`src/rtl/uart_byte_receiver.sv`:
```
// 8N1 UART receiver feeding the VT100 parser: 16x oversampling, 2-of-3 majority
// per bit, one-cycle pulses for a good byte, a framing error and a line break.
module uart_byte_receiver #(
  parameter int CLK_FREQ   = 100000000,
  parameter int BAUD_RATE  = 115200,
  parameter int OVERSAMPLE = 16
) (
  input  logic       clk,
  input  logic       rst,
  input  logic       rxd,
  output logic       dataReady,
  output logic [7:0] data,
  output logic       frameError,
  output logic       breakDetected,
  output logic       busy
);

  // Rounded divide; the design assumes DIV >= 2 and OVERSAMPLE == 16.
  localparam int TICK_RATE = BAUD_RATE * OVERSAMPLE;
  localparam int DIV       = (CLK_FREQ + TICK_RATE / 2) / TICK_RATE;
  localparam int DIV_W     = $clog2(DIV);
  localparam logic [DIV_W-1:0] DIV_LAST = DIV_W'(DIV - 1);

  typedef enum logic [2:0] {
    IDLE,
    START,
    DATA,
    STOP,
    WAIT_IDLE
  } stateE;

  stateE            state, stateNext;
  logic             rxMeta, rxs;
  logic [DIV_W-1:0] divCnt, divNext;
  logic [3:0]       sc, scNext;
  logic [2:0]       bitIdx, bitIdxNext;
  logic [7:0]       shiftReg, shiftNext;
  logic             sampleA, sampleANext;
  logic             sampleB, sampleBNext;
  logic [7:0]       dataNext;
  logic             readyNext, frameNext, breakNext;

  logic tick;
  logic isDecision;
  logic isBitEnd;
  logic majority;

  // Synchronizer flops reset to the idle line level so reset never looks like a start bit.
  always_ff @(posedge clk or negedge rst) begin
    if (!rst) begin
      rxMeta <= 1'b1;
      rxs    <= 1'b1;
    end else begin
      // NOTE: non-blocking assignments let every flop sample the pre-edge value, so
      // rxMeta -> rxs really forms two stages instead of collapsing into one wire.
      rxMeta <= rxd;
      rxs    <= rxMeta;
    end
  end

  assign tick       = (state != IDLE) && (divCnt == DIV_LAST);
  // The ticks that bring sc to 7, 8 and 9 sample the line; the last one decides.
  assign isDecision = tick && (sc == 4'd8);
  assign isBitEnd   = tick && (sc == 4'd15);
  assign majority   = (sampleA & sampleB) | (sampleA & rxs) | (sampleB & rxs);

  always_comb begin
    // NOTE: every signal written here is given a default first; a path that leaves
    // one unassigned would otherwise infer a latch to hold its old value.
    stateNext   = state;
    divNext     = divCnt;
    scNext      = sc;
    bitIdxNext  = bitIdx;
    shiftNext   = shiftReg;
    sampleANext = sampleA;
    sampleBNext = sampleB;
    dataNext    = data;
    readyNext   = 1'b0;
    frameNext   = 1'b0;
    breakNext   = 1'b0;

    if (state != IDLE) begin
      divNext = tick ? '0 : divCnt + 1'b1;
    end

    if (tick) begin
      scNext = sc + 4'd1;
      if (sc == 4'd6) sampleANext = rxs;
      if (sc == 4'd7) sampleBNext = rxs;
    end

    unique case (state)
      IDLE: begin
        if (!rxs) stateNext = START;
      end

      START: begin
        if (isDecision && majority) begin
          stateNext = IDLE;
        end else if (isBitEnd) begin
          stateNext  = DATA;
          bitIdxNext = 3'd0;
        end
      end

      DATA: begin
        if (isDecision) shiftNext = {majority, shiftReg[7:1]};
        if (isBitEnd) begin
          if (bitIdx == 3'd7) stateNext = STOP;
          else                bitIdxNext = bitIdx + 3'd1;
        end
      end

      // A good stop bit releases the byte mid-bit so an early next start is not missed.
      STOP: begin
        if (isDecision) begin
          if (majority) begin
            stateNext = IDLE;
            dataNext  = shiftReg;
            readyNext = 1'b1;
          end else begin
            stateNext = WAIT_IDLE;
            frameNext = 1'b1;
            breakNext = (shiftReg == 8'h00);
            scNext    = 4'd0;
          end
        end
      end

      // sc counts consecutive high ticks here; any low tick restarts the count.
      WAIT_IDLE: begin
        if (tick) begin
          if (!rxs)              scNext    = 4'd0;
          else if (sc == 4'd15)  stateNext = IDLE;
        end
      end

      default: stateNext = IDLE;
    endcase

    if (stateNext == IDLE) begin
      divNext = '0;
      scNext  = 4'd0;
    end
  end

  always_ff @(posedge clk or negedge rst) begin
    if (!rst) begin
      state         <= IDLE;
      divCnt        <= '0;
      sc            <= 4'd0;
      bitIdx        <= 3'd0;
      shiftReg      <= 8'h00;
      sampleA       <= 1'b1;
      sampleB       <= 1'b1;
      data          <= 8'h00;
      dataReady     <= 1'b0;
      frameError    <= 1'b0;
      breakDetected <= 1'b0;
    end else begin
      state         <= stateNext;
      divCnt        <= divNext;
      sc            <= scNext;
      bitIdx        <= bitIdxNext;
      shiftReg      <= shiftNext;
      sampleA       <= sampleANext;
      sampleB       <= sampleBNext;
      data          <= dataNext;
      dataReady     <= readyNext;
      frameError    <= frameNext;
      breakDetected <= breakNext;
    end
  end

  assign busy = (state != IDLE);

endmodule

```
`config.mk`:
```
export PLATFORM = sky130hd
export DESIGN_NAME = uart_byte_receiver
export DESIGN_NICKNAME = d
export VERILOG_FILES = /design/src/rtl/uart_byte_receiver.sv
export SDC_FILE = /design/constraint.sdc
export NUM_CORES = 1
export LEC_CHECK = 0
export CORE_MARGIN = 8
export CORE_UTILIZATION = 41
export DETAILED_ROUTE_END_ITERATION = 10
export PLACE_DENSITY = 0.59
export SLEW_MARGIN = 20
export SYNTH_ARGS = -nofsm -noshare
export SYNTH_HDL_FRONTEND = slang
export SYNTH_SLANG_ARGS = --single-unit
```
`constraint.sdc`:
```
create_clock -name clk -period 5.1 [get_ports clk]
set_input_delay 1.02 -clock clk [delete_from_list [all_inputs] [get_ports clk]]
set_output_delay 1.02 -clock clk [all_outputs]
set_load 0.03 [all_outputs]
```
==> results.md, run 1 <==
* Die Y at 84.36 um
* Fraction of registers with async set/reset at 1.000
* Length of the first detailed-routing pass in iterations at 4
* Xor/xnor cell area share of the yosys netlist at 0.01372
* Die ar. at 7116 um^2
* Placed Cells at 218
* Terminating pin of the worst hold path: rxs
* Synth unique cells at 46
* Worst reg2reg setup slack at 2.85 ns
* Post-Synthesis Net Count at 164
* Synth Instances at 154
* Worst endpoint required time at 4.08 ns
* Part of the Yosys area used for sequential elements at 0.5121
* RD Place Congestion at 0.7992
* Gates resized, CTS repair at 0
* # fillers at 417
* Initial detailed-routing violation count at 79
* Synth Area in Simple Gates at 0.1770
* Placeable Area at 4598 um^2
* Diode count at 0
* Reg-to-reg startpoint: sc[0]
* Worst VDD drop at 0.1633 mV
* Power per cell area at 281.0 nW/um^2
* Final setup fails at 0
* Share of the synthesized area in compound gates (AO/OA/AOI/OAI) at 0.1065
* I/O pins at 15
* Dominant combinational cell family by area after synthesis: simple AND/OR/NAND/NOR gates
* Routed length per instance at 16.00 um
* Post-synthesis adder-cell area fraction at 0.05160
* Number of max-cap violations at 0
* Worst slew pin tran at 0.8992 ns
* Overall die width at 84.36 um
* Final WL at 3617 um
* Endpoint of the worst register-to-register path: divCnt[2]
* Leakage component of the power at 1.012 nW
* Wire length of the first global-routing pass at 6189 um
* Post CTS Setup Buffer Count at 0
* Result of the run: complete, no violations
* Maximum number of pins on one net before global-route repair at 40
* Buffers on Ports at 14
* Startpoint class of the critical path: flip-flop
* Worst-path fanout max at 9
* Number of enable-type register cells in the synthesized netlist at 0
* Multiplexer share of the synthesized area at 0.1058
* Area of the mapped netlist at 1916 um^2
* Routed via count at 1,261
* Fraction of final layout cells sized beyond drive strength 1 at 0.2500
* Clock buffer count from CTS at 5
* Dpl hpwl at 2502 um
* Number of max-slew violations in the final report at 0
* Number of vias per cell at 5.580
* Critical path class: flip-flop to primary output
* Worst Clk Skew at 0.003804 ns
* Leftover overflow at the end of global routing at 0
* Crit end category: primary output
* Clock insertion delay at the later pin of the skew report at 0.29 ns
* Number of synthesized register bits at 39
* Antenna Nets Post-Route at 0
* Final nets at 181
* Total chip power at 0.0006209 W
* Worst relative slew slack at 0.4005
* Synth-to-Final Area Change at 15.35%
* Total GRT Usage at 0.1068
* Signal arrival time at the worst endpoint at 2.02 ns
* H-tree Lvls at 2
* CTS tree: built
* Cell depth of the worst flop-to-flop path at 7
* Num Clock Sinks at 39
* Setup total negative slack at 0 ns
* Synth Area per Inst at 12.44 um^2
* Final non-filler cell total at 226
* Final critical-path share of the clock period at 0.5951
* Path type of the worst min-delay path: flip-flop to flip-flop
* Min-delay src: rxMeta
* Fraction of the core area covered by cells at the end of the flow at 0.4805
* Post-synth top flop: dfrtp_1
* Via count of the first global-routing pass at 1,245
* Total number of placement rows at 25
* Number of design rule violations left after detail routing at 0
* Unrepaired setup endpoints after global routing: false
* Effective utilization at floorplan at 0.4166
* Synth warn at 0
* Clock period minus worst slack at 3.035 ns
* Master cell of the clock root buffer: clkbuf_8
* Final hold viol count at 0
* Launching element of the worst setup path: state[0]
* Number of buffers added to fix hold violations after cts at 0
* Clock Pin Slew Worst Setup and Hold Paths at 0.08 ns
* Achievable Freq at 0.3295 GHz
* Number of antenna violations at the first check in global routing at 0
* Number of buffers between clock root and the deepest sink at 2
* Cells on Worst Hold Path at 0
[synthesized netlist by cell type, drive strengths merged, types with 2 or more instances]
master,n,share of area
inv,5,0.0098
dfstp,4,0.055
or3,3,0.010
nand2,6,0.012
and3,5,0.017
nand4,3,0.0098
ha,7,0.046
a21oi,5,0.013
nand3,2,0.0078
nor3b,2,0.0078
nand4b,2,0.0091
nor4,3,0.018
buf,4,0.022
a22o,2,0.0091
xor2,2,0.0091
dfrtp,35,0.46
nor3,10,0.038
a211oi,5,0.020
nor2,7,0.014
o21ai,5,0.013
mux2,18,0.11
[final cells by class]
cell class	instances	area, um^2	share of cell area
sequential	39	980.9	0.4439
multi-input combinational	105	870.8	0.3941
timing repair buffer	14	135.1	0.06116
clock buffer	6	72.57	0.03284
tap	54	67.56	0.03058
clock inverter	2	60.06	0.02718
inverter	6	22.52	0.01019
[placed cells by master (no fill, tap or decap), types with 3 or more instances in the layout]
cell and count:
mux2_2 18, dfrtp_1 35, a211oi_1 5, clkdlybuf4s50_1 13
nand2_1 6, inv_1 5, and3_1 4, nand4_1 3
a21oi_1 5, clkbuf_8 5, ha_1 7, dfstp_2 4
nor3_1 8, nor2_1 7, o21ai_0 5
[metrics by stage]
step	hold WS, ns	area [um^2]	setup slack (ns)
2_1_floorplan	0.3452	1916	2.984
3_3_place_gp	0.3455	2077	2.429
3_5_place_dp	0.3473	2077	2.374
4_1_cts	0.3588	2210	2.061
5_1_grt	0.3682	2210	1.957
6_report	0.3568	2210	2.065
[worst max path at each step]
| stage | slack (ns) | endpoint |
|---|---|---|
| after floorplan | 2.98 | busy |
| after global placement | 2.43 | busy |
| after detailed placement | 2.37 | busy |
| after CTS | 2.06 | busy |
| after global routing | 1.96 | busy |
| final | 2.06 | busy |
[cell families (layout without fill, tap and decap cells)]
kind of cell | count (synthesis) | count (layout)
AO/OA/AOI/OAI | 25 | 25
XOR/XNOR | 3 | 3
adder cells (fa/ha/maj) | 8 | 8
buffers and inverters | 10 | 28
flip-flops | 39 | 39
multiplexers | 18 | 18
AND/OR/NAND/NOR | 51 | 51
[registers in the layout, summed over array words and instances, names as in the netlist]
name	flops
bitIdx	3
breakDetected	1
data	8
dataReady	1
divCnt	6
frameError	1
rxMeta	1
rxs	1
sampleA	1
sampleB	1
sc	4
shiftReg	8
state	3
[metal layers]
metal  GRT usage  routed length (um)  up-vias
met5           0                   0        -
met4     0.04475                  66        0
met3     0.03291                 148        9
met2      0.1567                1662       20
met1      0.1416                1739      628
li1            -                   -      604
[where the power goes]
group,switching (W),internal (W),leakage [nW]
registers,0.000000728,0.000311,0.516
clock network,0.000107,0.000196,0.0654
logic,0.00000607,0.00000107,0.430
[worst max-delay path, cell delays in order (launching register included)]
cell and delay [ns]:
dfrtp_1 0.49, nor3_4 0.33, clkinv_1 0.25, clkdlybuf4s50_1 0.65
Power figures use the tool's default switching activity.
==> inputs of run 2 (changes only) <==
- PLACE_DENSITY: 0.59 -> 0.62
- clock period: 5.1 -> 2.45 ns (I/O delays scaled with it)
==> results.md, run 2 (same netlist as run 1, synthesis figures left out) <==
* Via count of the first global-routing pass at 1,335 (+7.2%)
* Length of the first detailed-routing pass in iterations at 4 (unchanged)
* Cell area after placement at 2092 um^2 (+0.72%)
* CTS tree: built
* Worst slew pin tran at 0.8595 ns (-0.03977 ns)
* Design Area, Final at 2223 um^2 (+0.62%)
* Reg-to-reg startpoint: sc[1]
* Dpl hpwl at 2684 um (+7.3%)
* Setup total negative slack at 0 ns (unchanged)
* Worst endpoint required time at 1.96 ns (-2.12 ns)
* Num Clock Sinks at 39 (unchanged)
* Die Y at 84.36 um (unchanged)
* Worst relative slew slack at 0.4258 (+0.02528)
* Worst Clk Skew at 0.005360 ns (+0.001556 ns)
* Path type of the worst min-delay path: input port to async pin
* Master cell of the clock root buffer: clkbuf_8
* H-tree Lvls at 2 (unchanged)
* Result of the run: complete, no violations
* Buffers on Ports at 14 (unchanged)
* Die ar. at 7116 um^2 (unchanged)
* Unrepaired setup endpoints after global routing: false
* Total GRT Usage at 0.1062 (-0.0005334)
* Number of antenna violations at the first check in global routing at 0 (unchanged)
* Final WL at 3659 um (+1.2%)
* Wire length of the first global-routing pass at 6299 um (+1.8%)
* Number of buffers added to fix hold violations after cts at 0 (unchanged)
* I/O pins at 15 (unchanged)
* Clock period minus worst slack at 2.259 ns
* Cell depth of the worst flop-to-flop path at 8 (+1)
* Antenna Nets Post-Route at 0 (unchanged)
* Total number of placement rows at 25 (unchanged)
* Post CTS Setup Buffer Count at 0 (unchanged)
* Signal arrival time at the worst endpoint at 1.77 ns (-0.25 ns)
* Number of design rule violations left after detail routing at 0 (unchanged)
* Number of vias per cell at 5.789 (+3.8%)
* Gates resized, CTS repair at 1 (+1)
* Initial detailed-routing violation count at 80 (+1.3%)
* Number of buffers between clock root and the deepest sink at 2 (unchanged)
* Leftover overflow at the end of global routing at 0 (unchanged)
* Worst-path fanout max at 9 (unchanged)
* Number of max-cap violations at 0 (unchanged)
* Crit end category: primary output
* Placeable Area at 4598 um^2 (unchanged)
* Diode count at 0 (unchanged)
* Final critical-path share of the clock period at 0.9220
* Critical path class: flip-flop to primary output
* RD Place Congestion at 0.8212 (+2.8%)
* Final hold viol count at 0 (unchanged)
* Startpoint class of the critical path: flip-flop
* Worst VDD drop at 0.3287 mV (+100%)
* Most frequent cells in the layout: dfrtp_1, mux2_2, clkdlybuf4s50_1, nor3_1
* Routed via count at 1,320 (+4.7%)
* Biggest regs: data x8, shiftReg x8, divCnt x6
* Worst reg2reg setup slack at 0.22 ns (-2.63 ns)
* Clock buffer count from CTS at 5 (unchanged)
* Final nets at 183 (+1.1%)
* Power per cell area at 575.4 nW/um^2 (+100%)
* Overall die width at 84.36 um (unchanged)
* Synth-to-Final Area Change at 16.07%
* Leading cell type in the layout, fill and taps excluded: dfrtp_1
* Final setup fails at 0 (unchanged)
* Maximum number of pins on one net before global-route repair at 40 (unchanged)
* Clock Pin Slew Worst Setup and Hold Paths at 0.07 ns (about the same)
* Clock insertion delay at the later pin of the skew report at 0.28 ns (about the same)
* Effective utilization at floorplan at 0.4166 (unchanged)
* Number of max-slew violations in the final report at 0 (unchanged)
* Fraction of final layout cells sized beyond drive strength 1 at 0.2586 (+0.008621)
* Achievable Freq at 0.4427 GHz
* Leakage component of the power at 1.020 nW (+0.87%)
* Routed length per instance at 16.05 um (+0.27%)
* Endpoint of the worst register-to-register path: divCnt[5]
* # fillers at 418 (+0.24%)
run 2: worst max-delay path, cell delays in order, from the launching register on:
cell and delay (ns):
dfrtp_1 0.49, nor3_4 0.32, clkinv_1 0.25, dlygate4sd2_1 0.42
run 2: routing by layer:
layer / global-route usage / share of wire / vias up
met3: 0.02904 / 0.048 / 6
met1: 0.1329 / 0.45 / 661
met2: 0.1678 / 0.49 / 39
met5: 0 / 0 / -
met4: 0.04475 / 0.011 / 0
li1: - / - / 614
run 2: how the worst max path moves through the flow:
stage,slack (ns),cells after the start,end,from
floorplan,0.50,8,divCnt[2],sc[0]
global placement,0.31,3,busy,state[0]
detailed placement,0.26,8,divCnt[5],sc[0]
CTS,0.20,3,busy,state[0]
global route,0.11,3,busy,state[0]
finish,0.19,3,busy,state[0]
run 2: through the flow:
stage | power, W | util | setup WS, ns | cells | hold WS, ns
final | 0.001279 | 0.4835 | 0.1911 | 228 | 0.3131
after global routing | 0.001337 | 0.4835 | 0.1130 | 228 | 0.3660
after CTS | 0.001300 | 0.4835 | 0.1959 | 228 | 0.3410
after detailed placement | 0.0006762 | 0.4550 | 0.2594 | 220 | 0.3479
after global placement | 0.0006754 | 0.4550 | 0.3102 | 220 | 0.3461
after floorplan | 0.0006603 | - | 0.5037 | 154 | 0.1944
run 2: final cells by class:
type | count | area [um^2] | area share
Timing Repair Buffer | 16 | 148.9 | 0.06697
Tap cell | 54 | 67.56 | 0.03039
Sequential cell | 39 | 980.9 | 0.4412
Multi-Input combinational cell | 105 | 870.8 | 0.3917
Inverter | 6 | 22.52 | 0.01013
Clock buffer | 6 | 72.57 | 0.03264
Clock inverter | 2 | 60.06 | 0.02701
run 2: report_power, final:
part           switching [W]  internal (W)
registers         0.00000171      0.000647
logic              0.0000121    0.00000223
clock network       0.000210      0.000407
==> inputs of run 3 (changes only) <==
- CELL_PAD_IN_SITES_DETAIL_PLACEMENT: default -> 1
- CELL_PAD_IN_SITES_GLOBAL_PLACEMENT: default -> 2
- CORE_UTILIZATION: 41 -> 36
- PLACE_DENSITY: 0.62 -> 0.75
==> results.md, run 3 (same netlist as run 1, synthesis figures left out) <==
* Result of the run: complete, no violations
* Wire length of the first global-routing pass at 7196 um (+14%)
* Post CTS Setup Buffer Count at 0 (unchanged)
* Unrepaired setup endpoints after global routing: false
* Leakage component of the power at 1.037 nW (+1.6%)
* Minimum hold slack at 0.3124 ns (-0.0007180 ns)
* Final WL at 4114 um (+12%)
* Endpoint of the worst register-to-register path: divCnt[5]
* Total GRT Usage at 0.1203 (+0.01405)
* Placeable Area at 5107 um^2 (+11%)
* Number of max-cap violations at 0 (unchanged)
* Fraction of final layout cells sized beyond drive strength 1 at 0.2712 (+0.01257)
* Number of vias per cell at 5.154 (-11%)
* Worst VDD drop at 0.2855 mV (-13%)
* Master cell of the clock root buffer: clkbuf_8
* CTS tree: built
* Path type of the worst min-delay path: input port to async pin
* Cell area after placement at 2135 um^2 (+2.0%)
* Total number of placement rows at 26 (+4.0%)
* Num Clock Sinks at 39 (unchanged)
* Cell depth of the worst flop-to-flop path at 8 (unchanged)
* Diode count at 0 (unchanged)
* Dpl hpwl at 2983 um (+11%)
* Antenna Nets Post-Route at 0 (unchanged)
* Crit path cell chain: inv_1, ha_1, and3b_1, or3b_4, o2bb2ai_4, nor4_4, buf_4, a211oi_1
* Effective utilization at floorplan at 0.3751 (-0.04154)
* Initial detailed-routing violation count at 46 (-43%)
* I/O pins at 15 (unchanged)
* Die ar. at 7911 um^2 (+11%)
* Clock insertion delay at the later pin of the skew report at 0.29 ns (about the same)
* Clock period minus worst slack at 2.185 ns (-0.07359 ns)
* Crit end category: flip-flop
* Worst slew pin tran at 0.8747 ns (+0.01522 ns)
* Signal arrival time at the worst endpoint at 2.38 ns (+0.61 ns)
* Number of max-slew violations in the final report at 0 (unchanged)
* Worst-path fanout max at 10 (+1)
* Startpoint class of the critical path: flip-flop
* Worst reg2reg setup slack at 0.26 ns (+0.04 ns)
* Worst path max stage delay at 0.45 ns (-0.04 ns)
* Power per cell area at 569.9 nW/um^2 (-0.96%)
* Via count of the first global-routing pass at 1,423 (+6.6%)
* Critical path class: flip-flop to flip-flop
* Reg-to-reg startpoint: sc[0]
* Biggest regs: data x8, shiftReg x8, divCnt x6
* Final nets at 186 (+1.6%)
* Most frequent cells in the layout: dfrtp_1, mux2_2, clkdlybuf4s50_1, nor3_1
* Routed length per instance at 16.66 um (+3.8%)
* Overall die width at 88.95 um (+5.4%)
* Synth-to-Final Area Change at 18.48%
* Setup total negative slack at 0 ns (unchanged)
* Worst relative slew slack at 0.4169 (-0.008908)
* RD Place Congestion at 0.7303 (-11%)
* Design Area, Final at 2270 um^2 (+2.1%)
* Leftover overflow at the end of global routing at 0 (unchanged)
* Die Y at 88.95 um (+5.4%)
* Routed via count at 1,273 (-3.6%)
* Number of antenna violations at the first check in global routing at 0 (unchanged)
* Clock buffer count from CTS at 5 (unchanged)
* Length of the first detailed-routing pass in iterations at 4 (unchanged)
* Number of buffers between clock root and the deepest sink at 2 (unchanged)
* Buffers on Ports at 14 (unchanged)
* H-tree Lvls at 2 (unchanged)
* Final hold viol count at 0 (unchanged)
* Maximum number of pins on one net before global-route repair at 40 (unchanged)
* Slowest library cell on the worst path: or3b_4
* Number of design rule violations left after detail routing at 0 (unchanged)
* Final critical-path share of the clock period at 0.8920 (-0.03004)
* Final setup fails at 0 (unchanged)
* Achievable Freq at 0.4576 GHz (+3.4%)
* Clock Pin Slew Worst Setup and Hold Paths at 0.08 ns (about the same)
* Worst Clk Skew at 0.004884 ns (-0.0004765 ns)
* Leading cell type in the layout, fill and taps excluded: dfrtp_1
* Worst endpoint required time at 2.65 ns (+0.69 ns)
[run 3: changes by cell type in the layout (fill, tap and decap cells not counted), sizes merged]
cell	delta
buf	+3
dlygate4sd2	-1
dlymetal6s2s	+1
[run 3: timing repair]
item | CTS | global route
endpoints found under the setup margin | 0 | 1
resized for setup | 0 | 1
hold buffers | 0 | 0
[run 3: worst max path at each step]
stage	start	endpoint
after global routing	sc[0]	divCnt[5]
after global placement	sc[1]	sc[1]
final	sc[0]	divCnt[5]
after CTS	state[0]	busy
after floorplan	sc[0]	divCnt[2]
after detailed placement	sc[1]	sc[1]
[run 3: area by class of cell]
| cell class | instances | area [um^2] |
|---|---|---|
| repair buffers | 19 | 175.2 |
| clock inverters | 2 | 60.06 |
| fillers | 564 | 2838 |
| well taps | 70 | 87.58 |
| clock buffers | 6 | 72.57 |
| flip-flops and latches | 39 | 980.9 |
| inverters | 6 | 22.52 |
| multi-input cells | 105 | 870.8 |
[run 3: power by group]
| group | total, W | leakage (nW) | switching, W | internal, W |
|---|---|---|---|---|
| clock network | 0.000631 | 0.0654 | 0.000224 | 0.000407 |
| logic | 0.0000146 | 0.456 | 0.0000123 | 0.00000223 |
| registers | 0.000648 | 0.516 | 0.00000149 | 0.000646 |
[run 3: metal layers]
metal | track usage | vias to the layer above | wire length, um
li1 | - | 612 | -
met1 | 0.1421 | 646 | 1869
met2 | 0.1974 | 10 | 2038
met3 | 0.03217 | 5 | 139
met4 | 0.05891 | 0 | 67
met5 | 0 | - | 0
[run 3: per-stage QoR]
stage	power (W)	utilization	setup slack (ns)	cells
after floorplan	0.0006603	-	0.5037	154
after global placement	0.0006758	0.4179	0.3820	239
after detailed placement	0.0006764	0.4179	0.2976	239
after CTS	0.001315	0.4439	0.04917	247
after global routing	0.001346	0.4444	0.07237	247
final	0.001294	0.4444	0.2647	247
[run 3: critical path: cells and delay by family (launching register included)]
| family | cells | cell delay (ns) |
|---|---|---|
| AOI/OAI and AO/OA | 2 | 0.37 |
| adders and majority gates | 1 | 0.17 |
| buffers and inverters | 2 | 0.29 |
| DFF | 1 | 0.42 |
| and+or+nand+nor | 3 | 0.85 |
